### src/rtl/bch_syndrome_serial.sv
// Bit-serial BCH syndrome generator over GF(2^M): evaluates S_j = c(alpha^j), j = 1..2T,
// by Horner's rule as codeword bits arrive MSB-first, then presents all 2T syndromes on a valid/ready port.
module bch_syndrome_serial #(
  parameter int         M         = 4,
  parameter int         N         = 15,
  parameter int         T         = 2,
  parameter logic [M:0] PRIM_POLY = 5'b10011
) (
  input  logic             clk,
  input  logic             rst,
  input  logic             in_bit,
  input  logic             in_valid,
  output logic             in_ready,
  output logic [2*T*M-1:0] syn,
  output logic             syn_valid,
  input  logic             syn_ready,
  output logic             err_det
);

  localparam int NSYN = 2 * T;
  localparam int Q    = (1 << M) - 1;
  localparam int CW   = (N > 1) ? $clog2(N) : 1;

  typedef enum logic {
    S_COLLECT,
    S_DONE
  } state_t;

  if (N > Q) begin : g_err_n_high
    $error("bch_syndrome_serial: N must not exceed 2^M-1");
  end
  if (N < 3) begin : g_err_n_low
    $error("bch_syndrome_serial: N must be at least 3");
  end
  if (T < 1) begin : g_err_t
    $error("bch_syndrome_serial: T must be at least 1");
  end
  if (PRIM_POLY[M] != 1'b1) begin : g_err_poly
    $error("bch_syndrome_serial: PRIM_POLY must have its x^M term set");
  end

  // Multiply a field element by alpha (x), reducing modulo the primitive polynomial.
  function automatic logic [M-1:0] gf_mul_x(input logic [M-1:0] a);
    logic [M:0] s;
    s = {a, 1'b0};
    if (s[M]) s = s ^ PRIM_POLY;
    return s[M-1:0];
  endfunction

  function automatic logic [M-1:0] alpha_pow(input int e);
    logic [M-1:0] r;
    r = M'(1);
    for (int i = 0; i < (e % Q); i++) r = gf_mul_x(r);
    return r;
  endfunction

  // With c fixed at elaboration this collapses to a small XOR network per lane.
  function automatic logic [M-1:0] gf_mul_const(input logic [M-1:0] a, input logic [M-1:0] c);
    logic [M-1:0] p;
    logic [M-1:0] b;
    p = '0;
    b = a;
    for (int i = 0; i < M; i++) begin
      if (c[i]) p = p ^ b;
      b = gf_mul_x(b);
    end
    return p;
  endfunction

  state_t          r_state;
  state_t          w_state_next;
  logic [CW-1:0]   r_cnt;
  logic [M-1:0]    r_acc     [NSYN];
  logic [M-1:0]    w_acc_mul [NSYN];
  logic            w_accept;
  logic            w_last;
  logic            w_release;

  assign w_accept  = in_valid && in_ready;
  assign w_last    = (r_cnt == CW'(N - 1));
  assign w_release = syn_valid && syn_ready;

  for (genvar j = 0; j < NSYN; j++) begin : g_lane
    localparam logic [M-1:0] ALPHA_J = alpha_pow(j + 1);
    assign w_acc_mul[j]   = gf_mul_const(r_acc[j], ALPHA_J);
    assign syn[j*M +: M]  = r_acc[j];
  end

  assign err_det = |syn;

  // NOTE: sequential state is updated with <= so every register samples pre-edge values.
  always_ff @(posedge clk) begin
    if (rst) r_state <= S_COLLECT;
    else     r_state <= w_state_next;
  end

  // NOTE: next-state defaults to the current state first, so no path leaves it unassigned.
  always_comb begin
    w_state_next = r_state;
    case (r_state)
      S_COLLECT: if (w_accept && w_last) w_state_next = S_DONE;
      S_DONE:    if (syn_ready)          w_state_next = S_COLLECT;
      default:                           w_state_next = S_COLLECT;
    endcase
  end

  always_comb begin
    in_ready  = (r_state == S_COLLECT);
    syn_valid = (r_state == S_DONE);
  end

  // NOTE: the accumulators are a handful of flops, not a RAM, so they take the reset and
  // an aborted frame cannot leak into the next syndrome.
  always_ff @(posedge clk) begin
    if (rst) begin
      r_cnt <= '0;
      for (int j = 0; j < NSYN; j++) r_acc[j] <= '0;
    end else if (w_accept) begin
      r_cnt <= w_last ? '0 : r_cnt + CW'(1);
      for (int j = 0; j < NSYN; j++) r_acc[j] <= w_acc_mul[j] ^ {{(M-1){1'b0}}, in_bit};
    end else if (w_release) begin
      for (int j = 0; j < NSYN; j++) r_acc[j] <= '0;
    end
  end

endmodule

### config.mk
export PLATFORM = sky130hd
export DESIGN_NAME = bch_syndrome_serial
export DESIGN_NICKNAME = d
export VERILOG_FILES = /design/src/rtl/bch_syndrome_serial.sv
export SDC_FILE = /design/constraint.sdc
export NUM_CORES = 1
export LEC_CHECK = 0
export CORE_AREA = 5 5 53 55
export DETAILED_ROUTE_END_ITERATION = 6
export DIE_AREA = 0 0 58 60
export GPL_TIMING_DRIVEN = 0
export PLACE_DENSITY = 0.79
export SLEW_MARGIN = 10
export SYNTH_ARGS = -nofsm -noshare
export SYNTH_HDL_FRONTEND = slang
export SYNTH_SLANG_ARGS = --single-unit
### constraint.sdc
create_clock -name clk -period 1.35 [get_ports clk]
set_input_delay 0.2025 -clock clk [delete_from_list [all_inputs] [get_ports clk]]
set_output_delay 0.2025 -clock clk [all_outputs]
set_load 0.1 [all_outputs]
==> results of run 1 <==
-- power by group --
group          leakage (nW)  internal, W  switching [W]
sequential            0.198     0.000698      0.0000423
clock                0.0150     0.000115       0.000178
combinational         0.351     0.000150       0.000364
-- stage by stage --
step                setup TNS [ns]  cell area [µm²]  hold slack (ns)  power [W]
global route                -0.695             1400           0.0799    0.00162
CTS                         -0.527             1380           0.0865    0.00155
detailed placement          -12.30             1370            0.405    0.00126
global placement            -11.59             1370            0.401    0.00125
floorplan                    -1.65             1110            0.342    0.00114
finish                      -0.504             1400           0.0946    0.00155
-- metal layers --
| layer | vias up | GRT usage | part of all wire |
|---|---|---|---|
| li1 | 431 | - | - |
| met1 | 406 | 0.159 | 0.42 |
| met2 | 16 | 0.266 | 0.54 |
| met3 | 2 | 0.0259 | 0.045 |
| met4 | 0 | 0.0397 | 0.0027 |
| met5 | - | 0 | 0 |
-- critical path, stage by stage (launching register included) --
cell                       delay [ns]
sky130_fd_sc_hd__edfxtp_1        0.44
sky130_fd_sc_hd__inv_1           0.08
sky130_fd_sc_hd__ha_1            0.14
sky130_fd_sc_hd__nand4b_1        0.15
sky130_fd_sc_hd__nor4_4          0.24
sky130_fd_sc_hd__nand3_4         0.09
sky130_fd_sc_hd__buf_6           0.20
-- timing repair --
| action | in CTS | in global routing |
|---|---|---|
| setup buffers | 2 | 1 |
| hold endpoints to repair | 0 | 0 |
| setup endpoints to repair | 19 | 10 |
| resized for setup | 114 | 6 |
-- how the worst min path moves through the flow --
stage / startpoint / endpoint / slack (ns)
after floorplan: in_valid / syn_valid / 0.34
after global placement: rst / r_cnt[0] / 0.40
final: rst / r_cnt[2] / 0.09
after CTS: rst / r_cnt[0] / 0.09
after global routing: rst / r_cnt[0] / 0.08
after detailed placement: rst / r_cnt[0] / 0.41
-- flip-flops by register name, indices dropped and copies added (netlist names) --
name,flops
r_acc,16
r_cnt,4
syn_valid,1
-- logic make-up after synthesis --
| family | synth area share |
|---|---|
| AND/OR/NAND/NOR | 0.208 |
| multiplexers | 0.00925 |
| buffers and inverters | 0.0994 |
| XOR/XNOR | 0.0809 |
| AO/OA/AOI/OAI | 0.105 |
| flip-flops | 0.462 |
| adder cells (fa/ha/maj) | 0.0347 |
-- cell usage after synthesis (2+ instances only) --
cell type                   n  area share
sky130_fd_sc_hd__a211oi_1   2       0.014
sky130_fd_sc_hd__a21oi_1    7       0.032
sky130_fd_sc_hd__and2_1     3       0.017
sky130_fd_sc_hd__buf_2      2      0.0092
sky130_fd_sc_hd__buf_4      6       0.042
sky130_fd_sc_hd__buf_6      2       0.021
sky130_fd_sc_hd__dfxtp_1   13        0.24
sky130_fd_sc_hd__edfxtp_1   8        0.22
sky130_fd_sc_hd__ha_1       3       0.035
sky130_fd_sc_hd__inv_1      8       0.028
sky130_fd_sc_hd__nand2_1    6       0.021
sky130_fd_sc_hd__nand2b_1   2       0.012
sky130_fd_sc_hd__nand3_1    3       0.014
sky130_fd_sc_hd__nand3b_1   3       0.021
sky130_fd_sc_hd__nand4b_1   3       0.024
sky130_fd_sc_hd__nor2_1    13       0.045
sky130_fd_sc_hd__nor4_1     2       0.012
sky130_fd_sc_hd__o21ai_0    2      0.0092
sky130_fd_sc_hd__o31ai_1    2       0.014
sky130_fd_sc_hd__or3_1      2       0.012
sky130_fd_sc_hd__xnor2_1    9       0.073
-- final cells by class --
cell class / instances / area [µm²]
inverter: 8 / 33.8
tap: 30 / 37.5
sequential: 21 / 512
timing repair buffer: 25 / 215
fill: 221 / 946
buffer: 9 / 70.1
multi-input combinational: 72 / 502
clock buffer: 4 / 26.3
==> results, run 1 <==
- The number of hold buffers added after CTS was 0.
- Of all nets on the critical path, the largest fanout is 3.
- After detailed placement, the design holds a cell count of between 150 and 200.
- The number of nets with antenna violations after routing is 0.
- The transition time at the pin with the least slew margin is slightly below 0.5 ns.
- The number of nets in the layout is around 150.
- The number of antenna violations at the first check in global routing is 0.
- The synthesized flop and latch total is 21.
- The share of layout cells above drive strength 1 is 0.345.
- The clock skew is ~0.0076 ns.
- For this run, the detailed router's first-pass iteration total came to 2.
- The number of I/O port buffers is 22.
- The run finished, with violations left.
- The tree built by TritonCTS fans out to 21 sinks.
- For this run, design rule violations remaining after detail routing come to 0.
- The number of nets handed over by synthesis was between 100 and 150.
- The critical path in this run is classified as flop to output pin.
- For the worst setup path, the data arrival time is 1.65 ns.
- The power density normalized to cell area is ~1100 nW/µm².
- The endpoint identified for the worst register-to-register timing path is r_cnt[0].
- For this design the top-level I/O count stands at 24.
- Leaving out fill and tap cells, the most frequent cell in the layout is sky130_fd_sc_hd__buf_4.
- The die outline width is ~58 µm.
- The largest net degree at the start of global routing is 12.
- The number of vias in the routed layout is 855.
- The detail-routed via count per cell is 5.06.
- The count of routing violations after the opening detailed-route iteration is 19.
- The post-detailed-route wirelength per cell is around 13 µm.
- Synthesis produced between 100 and 150 cells.
- The clock insertion delay at the later pin of the skew report is 0.29 ns.
- The height of the die is approximately 60 µm.
- The worst-case IR drop observed on VDD is ~0.7 mV.
- Setup repair after global routing could not meet its margin everywhere.
- The end point of the critical path is err_det.
- The number of core rows is 18.
- The post-place setup slack is -0.969 ns.
- For this design the static power due to leakage is 0.564 nW.
- The final number of max-transition violations came to 0.
- Derived from the worst setup path, the maximum achievable clock frequency is approximately 540 MHz.
- The CTS tree is yes.
- Tracing the worst setup path back leads to its startpoint at r_acc[1][3].
- The final antenna diode count is 0.
- CTS built an H-tree with a depth of 1.
- The count of synthesis-stage warnings from yosys is 0.
- TritonCTS created 3 clock buffers.
- The classification of the worst-slack hold path is primary input to flop.
- The number of distinct library cells after synthesis is 31.
- Counting flops with an async set or reset pin after synthesis yields a share of 0.
- The all-layer global routing usage is 0.140.
- For this configuration, the core starts out at a cell density of 0.462.
- The global placement routability congestion is about 0.74.
- The post-layout instance count excluding filler cells is 169.
- A synthesized cell averages 9.75 µm².
- The worst hold path cell count is 2.
- The area enclosed by the die boundary is roughly 3500 µm².
- The minimum clock period after layout is about 1.9 ns.
- The ratio of final minimum period to clock period is 1.37.
- The number of cells traversed by the worst register-to-register path is 4.
- The routed design has between 2000 and 2500 µm of wire.
- The post-synth design cell area is about 1100 µm².
- The number of hold-slack violations in the final timing report is 0.
- The data required time at the worst endpoint is approximately 1.2 ns.
- No sink is reached through more buffers than the 2 on the longest clock path.
- The worst reg-to-reg setup slack is 0.09 ns.
- The synthesized design contains 8 enable-type register cells.
- Summed over all layers, the global routing overflow is 0.
- Of the synthesized area, sequential elements account for 0.462.
- The max-capacitance violation count is 0.
- The core footprint is roughly 2300 µm².
- The slack of the critical path is -0.504 ns.
- Measured on the finished design, the core utilization comes to 0.596.
- For this run, the leading register cell type out of synthesis is sky130_fd_sc_hd__dfxtp_1.
- The detailed-placement wirelength estimate is about 1700 µm.
- The number of global-route vias before repair came to approximately 870.
- The start of the worst register-to-register path is syn_valid.
- STA classifies the critical path endpoint as an output pin.
- The worst setup path is launched from a flop.
- The library cells used most frequently in the layout, excluding fill and tap cells, are sky130_fd_sc_hd__buf_4, sky130_fd_sc_hd__nor2_1, sky130_fd_sc_hd__xnor2_1, sky130_fd_sc_hd__clkbuf_4, sky130_fd_sc_hd__edfxtp_1.
- The buffer type at the clock tree root is sky130_fd_sc_hd__clkbuf_4.
- The count of final setup violators is 1.
- The clock input transition at the sequential cells of the worst setup and hold paths is approximately 0.12 ns.
- The final reports fail on setup timing.
- The area growth from synthesis to layout is 29.0%.
- The normalized max-slew margin is 0.666.
- The first-pass GRT wire length is between 3000 and 4000 µm.
No activity file was read; power rests on OpenSTA's default activity.
==> inputs of run 2 (changes only) <==
--- a/config.mk
+++ b/config.mk
@@ -6,6 +6,7 @@
 export NUM_CORES = 1
 export LEC_CHECK = 0
 export CORE_AREA = 5 5 53 55
+export CTS_BUF_LIST = sky130_fd_sc_hd__clkbuf_16
 export DETAILED_ROUTE_END_ITERATION = 6
 export DIE_AREA = 0 0 58 60
 export GPL_TIMING_DRIVEN = 0
==> results, run 2 (synthesis gave the netlist of run 1 again) <==
- Clock tree synthesis inserted a total of 3 buffers.
- The register with the most flip-flops is r_acc.
- The type of the worst setup path is flop to output pin.
- Setup repair after global routing could not meet its margin everywhere.
- Input and output buffers added on the ports amount to 22.
- In the final routed layout, each cell accounts on average for approximately 13 µm.
- The number of ports placed on the die boundary is 24.
- The total area inside the core boundary comes to 2340 µm².
- Based on the critical path, the design can be clocked at up to about 560 MHz.
- The die covers between 3000 and 4000 µm².
- The CTS tree is yes.
- The clock reaches the later pin of the worst-skew pair after between 0.2 and 0.3 ns.
- The routing usage on met1 is 0.163.
- Power spread over the standard cell area amounts to 1310 nW/µm².
- In this run the number of H-tree levels came out at 1.
- The first detailed-routing pass ran for 4 iterations.
- The final number of max-transition violations came to 0.
- The number of hold-slack violations in the final timing report was 0.
- The ratio of final minimum period to clock period is 1.32.
- The initial standard-cell utilization of the core is 0.462.
- The all-layer global routing usage is 0.141.
- The element type at the critical path start is a flop.
- The layout-stage area growth over the synthesis result is 29.4%.
- The buffer count from post-CTS setup fixing is 0.
- The floorplan has 18 rows.
- The detailed-placement wirelength estimate is about 1700 µm.
- Setup violations remaining at the end of the flow were counted as 1.
- The number of nets in the layout is 146.
- The largest net degree at the start of global routing is 12.
- In the post-route analysis, the smallest setup slack over all paths is -0.430 ns.
- The die outline width is 58 µm.
- The final antenna diode count is 0.
- IR analysis of the VDD net gives a maximum drop of approximately 0.73 mV.
- The signal arrival time at the worst endpoint is 1.58 ns.
- Of all nets on the critical path, the largest fanout is 3.
- The number of antenna violations at the first check in global routing is 0.
- The buffer type at the clock tree root is sky130_fd_sc_hd__clkbuf_16.
- The element type at the critical path end is an output pin.
- The leakage power of the design is between 0.5 and 0.6 nW.
- The clock input transition at the sequential cells of the worst setup and hold paths is 0.06 ns.
- The buffer levels on the longest clock path is 2.
- The detail route stage leaves a number of antenna-violating nets equal to 0.
- In this run, the number of DRC markers left after iteration 0 of detailed routing was 25.
- At the end of routability-driven placement, the weighted congestion stood at between 0.7 and 0.8.
- For the worst setup path, the data required time is 1.15 ns.
- Leaving out fill and tap cells, the most frequent cells in the layout are sky130_fd_sc_hd__nor2_1, sky130_fd_sc_hd__buf_4, sky130_fd_sc_hd__buf_2, sky130_fd_sc_hd__xnor2_1.
- The normalized max-slew margin is 0.639.
- Subtracting the final worst setup slack from the clock period gives approximately 1.8 ns.
- The share of layout cells above drive strength 1 is 0.328.
- The DRC violation count after routing is 0.
- The max-capacitance violation count is 0.
- In the global route stage, met3 resource usage came out at 0.0302.
- The layer flagged by global routing as most heavily used is met2.
- The met2 track demand over resource in global routing is 0.260.
- Measured on the finished design, the core utilization comes to 0.598.
- The post-place setup slack is -0.969 ns.
- The flip-flop count of the largest register, all copies and words added is 16.
- The checks that failed: setup timing.
- The routed design has between 2000 and 2500 µm of wire.
- The detail-routed via count per cell is just over 5.
- The count of clock tree sinks is 21.
- At the pin with the least slew margin, the transition time is about 0.54 ns.
- The height of the die is about 60 µm.
- The tightest min-delay check is of the primary input to flop type.
- The number of global-route vias before repair is 860.
- The final route contains roughly 840 vias.
- The clock skew is roughly 0.0040 ns.
- The run finished, with violations left.
- Global routing finished with a remaining overflow of 0.
- The first-pass GRT wire length is around 3800 µm.
-- run 2: worst paths after layout --
path	slack [ns]	endpoint	start	cells past startpoint
max reg2reg	0.11	r_cnt[0]	syn_valid	4
min reg2reg	0.50	r_acc[0][2]	r_acc[0][2]	2
max	-0.43	err_det	r_acc[1][2]	6
min	0.15	r_cnt[0]	rst	2
-- run 2: per-stage QoR --
| stage | cells | hold slack [ns] | power (W) | setup TNS [ns] | area, µm² |
|---|---|---|---|---|---|
| CTS | 167 | 0.147 | 0.00185 | -0.449 | 1400 |
| global placement | 163 | 0.401 | 0.00125 | -11.59 | 1370 |
| floorplan | 111 | 0.342 | 0.00114 | -1.65 | 1110 |
| detailed placement | 163 | 0.405 | 0.00126 | -12.30 | 1370 |
| finish | 167 | 0.147 | 0.00184 | -0.430 | 1400 |
| global route | 167 | 0.150 | 0.00191 | -0.555 | 1400 |
-- run 2: area by class of cell --
| cell class | count | area, µm² |
|---|---|---|
| Buffer | 10 | 77.6 |
| Clock buffer | 3 | 75.1 |
| Clock inverter | 1 | 3.75 |
| Fill cell | 210 | 942 |
| Inverter | 8 | 33.8 |
| Multi-Input combinational cell | 72 | 502 |
| Sequential cell | 21 | 510 |
| Tap cell | 30 | 37.5 |
| Timing Repair Buffer | 22 | 160 |
-- run 2: where the power goes --
| group | total [W] | internal (W) | switching [W] |
|---|---|---|---|
| Sequential | 0.000744 | 0.000700 | 0.0000439 |
| Clock | 0.000606 | 0.000394 | 0.000212 |
| Combinational | 0.000486 | 0.000130 | 0.000357 |
| Total | 0.00184 | 0.00122 | 0.000612 |
-- run 2: per-layer routing --
| metal | share of wire | vias to the layer above |
|---|---|---|
| met3 | 0.055 | 2 |
| met5 | 0 | - |
| li1 | - | 427 |
| met4 | 0.0045 | 0 |
| met2 | 0.52 | 21 |
| met1 | 0.42 | 393 |
-- run 2: what timing repair did --
action	CTS	global route
hold buffers	0	0
resized for setup	103	2
pin swaps	0	0
cloned	0	0
setup endpoints to repair	19	8
-- run 2: critical path, cell delays in order, from the launching register on --
cell                       delay (ns)
sky130_fd_sc_hd__edfxtp_1        0.41
sky130_fd_sc_hd__inv_1           0.08
sky130_fd_sc_hd__ha_1            0.14
sky130_fd_sc_hd__nand4b_1        0.15
sky130_fd_sc_hd__nor4_4          0.24
sky130_fd_sc_hd__nand3_4         0.09
sky130_fd_sc_hd__buf_6           0.20
